--- config.mk ---
export PLATFORM = sky130hd
export DESIGN_NAME = bus_uart_tx
export DESIGN_NICKNAME = d
export VERILOG_FILES = /design/src/rtl/bus_uart_tx.sv
export SDC_FILE = /design/constraint.sdc
export NUM_CORES = 1
export LEC_CHECK = 0
export CORE_UTILIZATION = 35
export CTS_BUF_LIST = sky130_fd_sc_hd__clkbuf_4 sky130_fd_sc_hd__clkbuf_8
export DETAILED_ROUTE_END_ITERATION = 8
export PLACE_DENSITY = 0.54
export RECOVER_POWER = 50
export SLEW_MARGIN = 10
export SYNTH_ARGS = -nofsm -noshare
export SYNTH_HDL_FRONTEND = slang
export SYNTH_SLANG_ARGS = --single-unit
--- constraint.sdc ---
create_clock -name clk -period 8.5 [get_ports clk]
set_clock_uncertainty 0.15 [all_clocks]
set_input_delay 0.85 -clock clk [delete_from_list [all_inputs] [get_ports clk]]
set_output_delay 0.85 -clock clk [all_outputs]
set_load 0.03 [all_outputs]
--- src/rtl/bus_uart_tx.sv ---
// Bus-mapped UART transmitter: TXDATA/STATUS/DIV register window feeding a byte
// FIFO that drives an 8N1 serial line, LSB first, with a programmable bit period.
module bus_uart_tx #(
  parameter logic [31:0] BASE_ADDR  = 32'h0000_2000,
  parameter logic [15:0] DIV_RESET  = 16'd103,
  parameter int          FIFO_DEPTH = 8
) (
  input  logic        clk,
  input  logic        rst,
  input  logic [31:0] addr,
  input  logic [31:0] wdata,
  input  logic [3:0]  wmask,
  input  logic        wen,
  input  logic        ren,
  output logic [31:0] rdata,
  output logic        done,
  output logic        active,
  output logic        tx
);

  localparam int PTR_W = (FIFO_DEPTH > 1) ? $clog2(FIFO_DEPTH) : 1;
  localparam int CNT_W = PTR_W + 1;
  localparam logic [CNT_W-1:0] DEPTH_C = CNT_W'(FIFO_DEPTH);

  typedef enum logic [1:0] {IDLE, START, DATA, STOP} state_t;

  state_t            state_q, state_d;
  logic [15:0]       div_q, div_d;
  logic [15:0]       bit_cnt_q, bit_cnt_d;
  logic [2:0]        bit_idx_q, bit_idx_d;
  logic [7:0]        shift_q, shift_d;
  logic              tx_q, tx_d;
  logic [PTR_W-1:0]  wptr_q, wptr_d, rptr_q, rptr_d;
  logic [CNT_W-1:0]  count_q, count_d;
  logic              ovf_q, ovf_d;
  logic              done_q, done_d;
  logic [31:0]       rdata_q, rdata_d;
  logic [7:0]        fifo_mem [FIFO_DEPTH];

  logic        accept, full, empty, busy, push, pop;
  logic [31:0] read_val;
  logic        unused_bits;

  assign unused_bits = ^{addr[1:0], wdata[31:16], wmask[3:2]};

  assign active = (addr[31:4] == BASE_ADDR[31:4]);
  assign accept = (wen | ren) & active & ~done_q;
  assign full   = (count_q == DEPTH_C);
  assign empty  = (count_q == '0);
  assign busy   = (state_q != IDLE) | ~empty;

  // Register decode; full is taken from the registered count, ahead of any pop this cycle
  always_comb begin
    read_val = '0;
    case (addr[3:2])
      2'd1:    read_val = {29'b0, ovf_q, full, busy};
      2'd2:    read_val = {16'b0, div_q};
      default: read_val = '0;
    endcase
    done_d  = accept;
    rdata_d = (accept & ren) ? read_val : '0;
    push    = 1'b0;
    ovf_d   = ovf_q;
    div_d   = div_q;
    if (accept & wen) begin
      case (addr[3:2])
        2'd0: begin
          if (wmask[0]) begin
            if (full) ovf_d = 1'b1;
            else      push  = 1'b1;
          end
        end
        2'd1: begin
          if (wmask[0] & wdata[2]) ovf_d = 1'b0;
        end
        2'd2: begin
          if (wmask[0]) div_d[7:0]  = wdata[7:0];
          if (wmask[1]) div_d[15:8] = wdata[15:8];
        end
        default: ;
      endcase
    end
  end

  // Bit timer reloads from div only at bit boundaries, so a DIV write never cuts a bit short
  always_comb begin
    state_d   = state_q;
    bit_cnt_d = bit_cnt_q;
    bit_idx_d = bit_idx_q;
    shift_d   = shift_q;
    tx_d      = tx_q;
    pop       = 1'b0;
    if (state_q == IDLE) begin
      if (!empty) begin
        pop       = 1'b1;
        state_d   = START;
        tx_d      = 1'b0;
        bit_cnt_d = div_q;
        shift_d   = fifo_mem[rptr_q];
      end
    end else if (bit_cnt_q != '0) begin
      bit_cnt_d = bit_cnt_q - 16'd1;
    end else begin
      bit_cnt_d = div_q;
      case (state_q)
        START: begin
          state_d   = DATA;
          bit_idx_d = 3'd0;
          tx_d      = shift_q[0];
        end
        DATA: begin
          if (bit_idx_q == 3'd7) begin
            state_d = STOP;
            tx_d    = 1'b1;
          end else begin
            bit_idx_d = bit_idx_q + 3'd1;
            tx_d      = shift_q[1];
            shift_d   = shift_q >> 1;
          end
        end
        STOP: begin
          if (!empty) begin
            pop     = 1'b1;
            state_d = START;
            tx_d    = 1'b0;
            shift_d = fifo_mem[rptr_q];
          end else begin
            state_d   = IDLE;
            tx_d      = 1'b1;
            bit_cnt_d = '0;
          end
        end
        default: begin
          state_d = IDLE;
          tx_d    = 1'b1;
        end
      endcase
    end
  end

  always_comb begin
    wptr_d  = push ? wptr_q + PTR_W'(1) : wptr_q;
    rptr_d  = pop  ? rptr_q + PTR_W'(1) : rptr_q;
    count_d = count_q;
    case ({push, pop})
      2'b10:   count_d = count_q + CNT_W'(1);
      2'b01:   count_d = count_q - CNT_W'(1);
      default: count_d = count_q;
    endcase
  end

  always_ff @(posedge clk) begin
    if (!rst) begin
      state_q   <= IDLE;
      div_q     <= DIV_RESET;
      bit_cnt_q <= '0;
      bit_idx_q <= '0;
      tx_q      <= 1'b1;
      wptr_q    <= '0;
      rptr_q    <= '0;
      count_q   <= '0;
      ovf_q     <= 1'b0;
      done_q    <= 1'b0;
      rdata_q   <= '0;
    end else begin
      state_q   <= state_d;
      div_q     <= div_d;
      bit_cnt_q <= bit_cnt_d;
      bit_idx_q <= bit_idx_d;
      tx_q      <= tx_d;
      wptr_q    <= wptr_d;
      rptr_q    <= rptr_d;
      count_q   <= count_d;
      ovf_q     <= ovf_d;
      done_q    <= done_d;
      rdata_q   <= rdata_d;
    end
  end

  always_ff @(posedge clk) begin
    shift_q <= shift_d;
    if (push) fifo_mem[wptr_q] <= wdata[7:0];
  end

  assign rdata = rdata_q;
  assign done  = done_q;
  assign tx    = tx_q;

endmodule

==> results.ini <==
[timing]
finalSetupViolCount = 0
worst_pin_slew_ns = 0.9702
maxSlewViolCount = 0
rsz0062_at_grt = false
hold_viol = 0
finalCritPeriodShare_pct = 47.84
setup_tns_ns = 0
fin_crit_ns = 4.066
slew_headroom_pct = 35.04
fmax_mhz = 245.9

[yosys]
synth_seq_cells = 141
synth_cell_types = 63
synth_warnings = 0
postSynthAreaPerCell_sq_um = 11.77
synth_area_leaders = edfxtp_1 (33%), dfxtp_1 (21%), mux4_2 (5.6%)
synth_seq_area_share_pct = 54.85
synthCells = 549
yosysTopAreaCellShare_pct = 33.47
synthFlopType = edfxtp_1
yosys.area.top_type = edfxtp_1
async_reset_ff_share_pct = 0
synth_edf_count = 72
synthesis.area_sq_um = 6460

[detailed_routing]
ant_nets = 0
vias = 4353
vias_per_cell = 5.103
routedWlPerCell_microns = 17.00
drc = 0
drt_iter0_markers = 185
drt_pass1_iterations = 4
wl_mm = 14.50

[layout]
areaGrowthSynthToFinish_pct = 17.92
fin_cells = 853
fin_nets = 700
fin_area_sq_um = 7617
drive_above_1_share_pct = 11.22
seq_area_sq_um = 3543
multi_input_area_sq_um = 2641
fillers = 1744
diodes = 0

[global_route]
grt-ovfl-total = 0
grt_max_degree = 38
grt_pass1_vias = 4323
gr-usage-all-layers_pct = 16.18
grt_pass1_wl_mm = 22.64
antenna_found_initial = 0

[setup_path]
cp.arrival_ns = 3.07
path_buf_inv = 2
regToRegSetupSlack_ns = 4.83
worstSetupEndpoint = active
crit_fanout = 6
worst_r2r_path_depth = 12
path_cells = dlygate4sd3_1, nor4_1, nand3_1, nor2_1, clkdlybuf4s50_1
r2r_start = state_q[0]
slowest_delay_ns = 0.72
crit_type = input port to output port
required_ns = 7.50
endpoint_kind = output port
setup.worst_path.start = addr[19]
worst_path_max_delay_cell = clkdlybuf4s50_1
worst-path-stages = 5
cp_top_family = buffers and inverters
critPathLaunchType = input port
r2r-end = count_q[2]

[floorplanning]
die_w_microns = 137.9
initial_core_util_pct = 35.84
die-height_microns = 137.9
dieArea_sq_um = 19000
ios = 107
fp.coreArea_sq_um = 18020
rows = 49

[power_and_ir_drop]
powerDensity_nw_per_um2 = 171.5
p_leak_nw = 2.679
vdd_ir_drop_max_v = 0.00009012
power_mw = 1.307

[cts]
cts_sinks = 141
cts_buffers = 17
post_cts_resized = 0
cts_max_level = 4
clock_path_buffers = 2
clk_pin_slew_ns = 0.07
insertion_delay_ns = 0.44
cts_tree = done
cts_root_buf = clkbuf_8
cts_setup_buffers = 0
postCtsHoldBufs = 0

[place]
dpl.hpwl_mm = 9.878
placedCellCount = 821
port_buffers = 70
gp_congestion = 0.8403
post_dp_cell_area_sq_um = 7291

[job]
drv_cap = 0

[run_status]
status = completed

[min_path]
hold_depth = 2
hp-class = flip-flop to flip-flop

## worst min-delay path by stage
stage	start	end
final	div_q[9]	div_q[9]
after global routing	div_q[11]	rdata[11]
after CTS	div_q[9]	div_q[9]
after detailed placement	div_q[9]	div_q[9]
after global placement	div_q[8]	div_q[8]
after floorplan	div_q[8]	div_q[8]
## cells in the mapped netlist, types with 3 or more instances
library cell and instances:
edfxtp_1 72, dfxtp_1 69, nand2_1 50, o21ai_0 41, nor2_1 38, nand3_1 21, buf_4 19, ha_1 17
mux2i_1 17, mux4_2 16, a21oi_1 14, and2_1 14, clkbuf_1 14, inv_1 13, a211oi_1 9, buf_2 8
nor3_1 8, nor3b_1 8, xnor2_1 8, xor2_1 8, nor4_1 6, nor4_2 6, o21ai_1 5, or3_1 5
a22oi_1 4, a311oi_1 3, and3_1 3, nor4_4 3, o22ai_1 3, or4_1 3
## worst register-to-register path, cell delays in order, from the launching register on
cell	delay (ns)
dfxtp_1	0.41
inv_1	0.11
ha_1	0.42
nor2_1	0.80
nor2_1	0.14
and2_1	0.27
ha_1	0.27
xor2_1	0.16
ha_1	0.19
a21oi_1	0.14
xor2_1	0.09
or3_1	0.31
a21oi_1	0.15
## metal layers
layer,track usage (%),routed length [microns]
met2,27.86,7382
met5,0,0
met1,19.59,6606
met4,5.072,168
met3,4.349,340
## state kept, by name (all words and copies together) (netlist names), named ones only
signal,count
ovf_q,1
done,1
shift_q,8
rptr_q,3
bit_cnt_q,16
bit_idx_q,3
fifo_mem,64
count_q,4
state_q,2
wptr_q,3
div_q,16
rdata,16
tx,1
## metrics by stage
stage	utilization, %	worst slack, ns	hold slack [ns]
6_report	42.26	4.434	0.3105
3_5_place_dp	40.45	4.555	0.3075
4_1_cts	42.52	4.617	0.3164
2_1_floorplan	-	5.234	0.2869
5_1_grt	42.26	4.182	0.3538
3_3_place_gp	40.45	4.611	0.3002
## report_power, final
group	total, mW	leakage, nW	internal (mW)	switching [mW]
clock network	0.511	0.193	0.263	0.248
registers	0.735	1.22	0.728	0.00668
logic	0.0608	1.27	0.0284	0.0324
## cells in the final DEF, fill, tap and decap left out, types with 4 or more instances in the layout
cell and n:
nand3_1 22, a22oi_1 4, ha_1 17, conb_1 16, dfxtp_1 69, nor3_1 7, nor3b_2 4, clkinv_2 4
o21ai_0 42, mux2i_1 17, or3_1 5, xor2_1 8, a211oi_1 9, clkdlybuf4s50_1 43, a21oi_1 14, nor2_1 40
clkbuf_8 17, mux4_2 16, nor3b_1 4, xnor2_1 8, dlygate4sd3_1 27, nor4_2 6, nor4_1 6, inv_1 13
nand2_1 50, o21ai_1 4, edfxtp_1 72, and2_1 14
## final cells by class
| cell class | count | share of cell area [%] |
|---|---|---|
| repair buffers | 73 | 9.494 |
| clock inverters | 13 | 1.643 |
| clock buffers | 19 | 3.269 |
| inverters | 13 | 0.6406 |
| well taps | 229 | 3.761 |
| multi-input cells | 365 | 34.67 |
| flip-flops and latches | 141 | 46.52 |
## cell families after synthesis
kind of cell,Yosys count,synth area share (%)
compound gates,95,9.317
xor+xnor,16,2.169
fa+ha+maj,17,3.293
buf+inv,58,4.862
flops,141,54.85
mux,34,8.387
other cells,1,0.05805
simple gates,187,17.06
Note: power is estimated with default switching activity, not from simulation.
==> RTL change 1 (same settings) <==
Re-encode `state_t` (4 states) as one-hot, 4 bits wide.
--- a/src/rtl/bus_uart_tx.sv
+++ b/src/rtl/bus_uart_tx.sv
@@ -23,5 +23,5 @@
   localparam logic [CNT_W-1:0] DEPTH_C = CNT_W'(FIFO_DEPTH);
 
-  typedef enum logic [1:0] {IDLE, START, DATA, STOP} state_t;
+  typedef enum logic [3:0] {IDLE = 4'b0001, START = 4'b0010, DATA = 4'b0100, STOP = 4'b1000} state_t;
 
   state_t            state_q, state_d;
Check against the original RTL: same outputs for any inputs over 4 cycles, from zero or initial values and one cycle with rst low; so few cycles prove little.
==> RTL change 1 against the original RTL <==
The run now ends with capacitance limit, slew limit left; wire length decreased by 1.1%; sequential power increased by 0.7%; cell area grew 0.16%; setup slack worse by 0.58 ns; worst hold slack better by 0.029 ns; synthesized cell count up 1.3%; synthesized area fell by 1.4%; sequential cell count up 2; count of clock-buffer cells in the layout is 2 lower; global-route usage is 0.34 points higher; register-to-register slack worse by 0.10 ns; total power rose by 3.3%; non-clock buffer count grew 4; critical path type is now primary input to flip-flop; largest cell class unchanged; largest power group unchanged.
==> RTL change 1: results (changes against the original RTL) <==
nFillCells: 1655  # -5.1%
grt_pass1_vias: 4326  # +0.069%
grt_pass1_wl_um: 22800  # +0.80%
wl_met1_um: 6860  # +3.8%
holdPathEnd: "div_q[3]$_SDFFE_PN0P_"
dr_wl_met3_um: 576  # +69%
slew_headroom: -0.169  # -0.520
crit_fanout: 39  # +33
grt_use_met1: 0.227  # +0.0308
critPathArrivalTime_ns: 4.89  # +1.82 ns
dp_hpwl_um: 9880  # about the same
crit_slowest_cell: "clkbuf_1"
violations: "capacitance limit, slew limit"
use_met2: 0.254  # -0.0245
drt_iter0_markers: 246  # +33%
wirelength_um: 14300  # -1.1%
run_status: "finished with violations"
gp_congestion: 0.830  # -1.3%
final-max-slew-violation-count: 40  # +40
track_usage: 0.165  # +0.00337
worst_ir_drop_vdd_v: 0.0000923  # +2.4%
final_layout_size_suffix_gt1_frac: 0.104  # -0.00808
power_switching_uw: 319  # +11%
finalNetCount: 705  # +0.71%
place_inst: 827  # +0.73%
route.met2.wl_um: 6670  # -9.7%
r2r_slack_ns: 4.73  # -0.10 ns
maxCapViolCount: 1  # +1
placed_cell_area_um2: 7250  # -0.60%
synthAdderAreaFrac: 0.0236  # -0.00935
RTL change 1: worst max-delay path by stage:
| stage | start | depth (start not counted) | endpoint | slack (ns) |
|---|---|---|---|---|
| after floorplan | addr[12] | 11 | count_q[2]$_SDFFE_PN0P_ | 4.93 |
| after global placement | addr[12] | 12 | count_q[2]$_SDFFE_PN0P_ | 4.02 |
| after detailed placement | addr[12] | 12 | count_q[2]$_SDFFE_PN0P_ | 3.95 |
| after CTS | addr[12] | 12 | count_q[2]$_SDFFE_PN0P_ | 4.41 |
| after global routing | rst | 6 | rdata[3]$_SDFF_PN0_ | 3.46 |
| final | rst | 6 | rdata[3]$_SDFF_PN0_ | 3.85 |
RTL change 1: per-stage QoR:
step / utilization / total power, µW / hold WS (ns)
after detailed placement: 0.413 / 813 / 0.319
after global placement: 0.413 / 812 / 0.316
final: 0.435 / 1350 / 0.340
after global routing: 0.435 / 1400 / 0.375
after floorplan: - / 783 / 0.294
after CTS: 0.436 / 1370 / 0.340
RTL change 1: cell families (layout without fill, tap and decap cells):
| family | count (synthesis) | in the layout |
|---|---|---|
| flops | 143 | 143 |
| simple gates | 200 | 200 |
| xor+xnor | 11 | 11 |
| mux | 40 | 40 |
| buf+inv | 53 | 116 |
| compound gates | 96 | 96 |
| fa+ha+maj | 12 | 12 |
| other cells | 1 | 16 |
RTL change 1: area by class of cell:
class                   count  area, µm²  area share
clock inverters            15        173      0.0226
well taps                 225        282      0.0369
multi-input cells         375       2590       0.339
clock buffers              17        234      0.0307
inverters                   7       26.3     0.00344
flip-flops and latches    143       3580       0.470
repair buffers             77        742      0.0972
==> RTL change 2 (config.mk and constraints unchanged) <==
Without the edit above. `FIFO_DEPTH`: 8 -> 16.
--- a/src/rtl/bus_uart_tx.sv
+++ b/src/rtl/bus_uart_tx.sv
@@ -4,5 +4,5 @@
   parameter logic [31:0] BASE_ADDR  = 32'h0000_2000,
   parameter logic [15:0] DIV_RESET  = 16'd103,
-  parameter int          FIFO_DEPTH = 8
+  parameter int          FIFO_DEPTH = 16
 ) (
   input  logic        clk,
Behaviour: no difference found for any inputs over 4 cycles, from zero or initial values and one cycle with rst low; that may be too few to reach the edited logic, so the function may still have changed.
==> RTL change 2 against the original RTL <==
The run now ends with capacitance limit, slew limit left; register-to-register slack worse by 0.37 ns; synthesized area is 41% higher; sequential cell count is 68 higher; wire length is 39% higher; sequential share of layout area is 5.2 points higher; cell area is 41% higher; largest cell class unchanged; total power is 53% higher; setup slack worse by 0.025 ns; final cell count is 32% higher; highest routed layer unchanged; clock power is 70% higher.
==> RTL change 2: results (changes against the original RTL) <==
violations: "capacitance limit, slew limit"
ys_async_sr_fraction: 0  # unchanged
gp_congestion: 0.844  # +0.49%
p_leak_uw: 0.00364  # +36%
ys_seq_area_frac: 0.609  # +0.0608
synthTopCellsByArea: "edfxtp_1, dfxtp_1, mux4_2, ha_1, mux2i_1"
wirelength_um: 20200  # +39%
cts_made_buffers: 36  # +19
drt_pass1_iterations: 5  # +1
grt_max_degree: 73  # +92%
final-max-slew-violation-count: 33  # +33
worst_slew_pin_slew_ns: 2.78  # +1.81 ns
finalNetCount: 864  # +23%
synth_edf_count: 136  # +89%
place_inst: 1063  # +29%
routed_via_density: 5.15  # +0.89%
worst_ir_drop_vdd_v: 0.000129  # +44%
antenna_found_initial: 0  # unchanged
top_register: "fifo_mem"
grt_pass1_wl_um: 32000  # +42%
ctsLongestPathBuffers: 3  # +1
max_freq_ghz: 0.244  # -0.61%
r2r_slack_ns: 4.46  # -0.37 ns
synth.distinct_cells: 64  # +1.6%
grt_pass1_vias: 6007  # +39%
holdPathEnd: "div_q[11]$_SDFFE_PN0P_"
antenna_cells: 0  # unchanged
hold_viol: 0  # unchanged
critPathArrivalTime_ns: 3.09  # +0.02 ns
dp_hpwl_um: 13400  # +36%
r2r-end: "shift_q[2]$_DFFE_PP_"
maxCapViolCount: 1  # +1
clk_pin_slew_ns: 0.06
ys_top_cells_by_count: "edfxtp_1, dfxtp_1, nand2_1, nor2_1, mux4_2"
clk-insertion-delay-late_ns: 0.54  # +0.10 ns
largest_register_ffs: 128  # +100%
track_usage: 0.157  # -0.00476
worstHoldStart: "div_q[11]$_SDFFE_PN0P_"
final_layout_size_suffix_gt1_frac: 0.138  # +0.0262
hold_class: "flip-flop to flip-flop"
crit_fanout: 5  # -1
h-tree-depth: 2  # -2
port_buffers: 70  # unchanged
synthesis.instances: 691  # +26%
drt_iter0_markers: 398  # +120%
power_switching_uw: 425  # +48%
postCtsResizedCells: 0  # unchanged
holdWs_ns: 0.327  # +0.0170 ns
placed_cell_area_um2: 10100  # +38%
dpl_worst_slack_ns: 4.00  # -0.555 ns
reg2regPathDepth: 5  # -7
run_status: "finished with violations"
synth_warnings: 0  # unchanged
post_cts_buffers: 0  # unchanged
root_buffer: "clkbuf_8"
vias: 5792  # +33%
hold_depth: 2  # unchanged
==> RTL change 2: layer usage <==
layer  share of wire  track usage
met1            0.43        0.190
met5               0            0
met4           0.021       0.0582
met3           0.044       0.0317
met2            0.51        0.275
==> RTL change 2: area by class of cell <==
cell class | count | area (µm²)
Clock buffer | 52 | 628
Clock inverter | 10 | 57.6
Fill cell | 2304 | 14600
Inverter | 14 | 52.6
Multi-Input combinational cell | 432 | 3280
Sequential cell | 209 | 5550
Tap cell | 330 | 413
Timing Repair Buffer | 78 | 748
==> RTL change 2: kinds of logic (layout without fill, tap and decap cells) <==
kind of cell,Yosys count,count (layout),synth area share
compound gates,115,115,0.0817
xor+xnor,7,7,0.00674
fa+ha+maj,21,21,0.0289
buf+inv,65,154,0.0352
flops,209,209,0.609
mux,60,60,0.111
other cells,1,16,0.000412
simple gates,213,213,0.126
==> RTL change 2: how the worst max path moves through the flow <==
stage / cells after the start / end / from
finish: 5 / active / addr[12]
global route: 5 / shift_q[2]$_DFFE_PP_ / flip-flop
CTS: 5 / active / addr[12]
detailed placement: 13 / count_q[4]$_SDFFE_PN0P_ / addr[12]
global placement: 13 / count_q[4]$_SDFFE_PN0P_ / addr[12]
floorplan: 13 / count_q[4]$_SDFFE_PN0P_ / addr[12]
==> RTL change 2: power groups by stage <==
stage                     Sequential, µW  Combinational, µW  Clock, µW
after floorplan                     1100               25.1          0
after global placement              1100               54.4          0
after detailed placement            1100               56.0          0
after CTS                           1080               56.2        895
after global routing                1080               59.4        939
final                               1080               54.8        870
==> RTL change 2: critical path: stages <==
cell,delay [ns]
dlygate4sd3_1,0.53
nor4b_1,0.32
nand4_1,0.32
nor2_1,0.33
clkdlybuf4s50_1,0.73
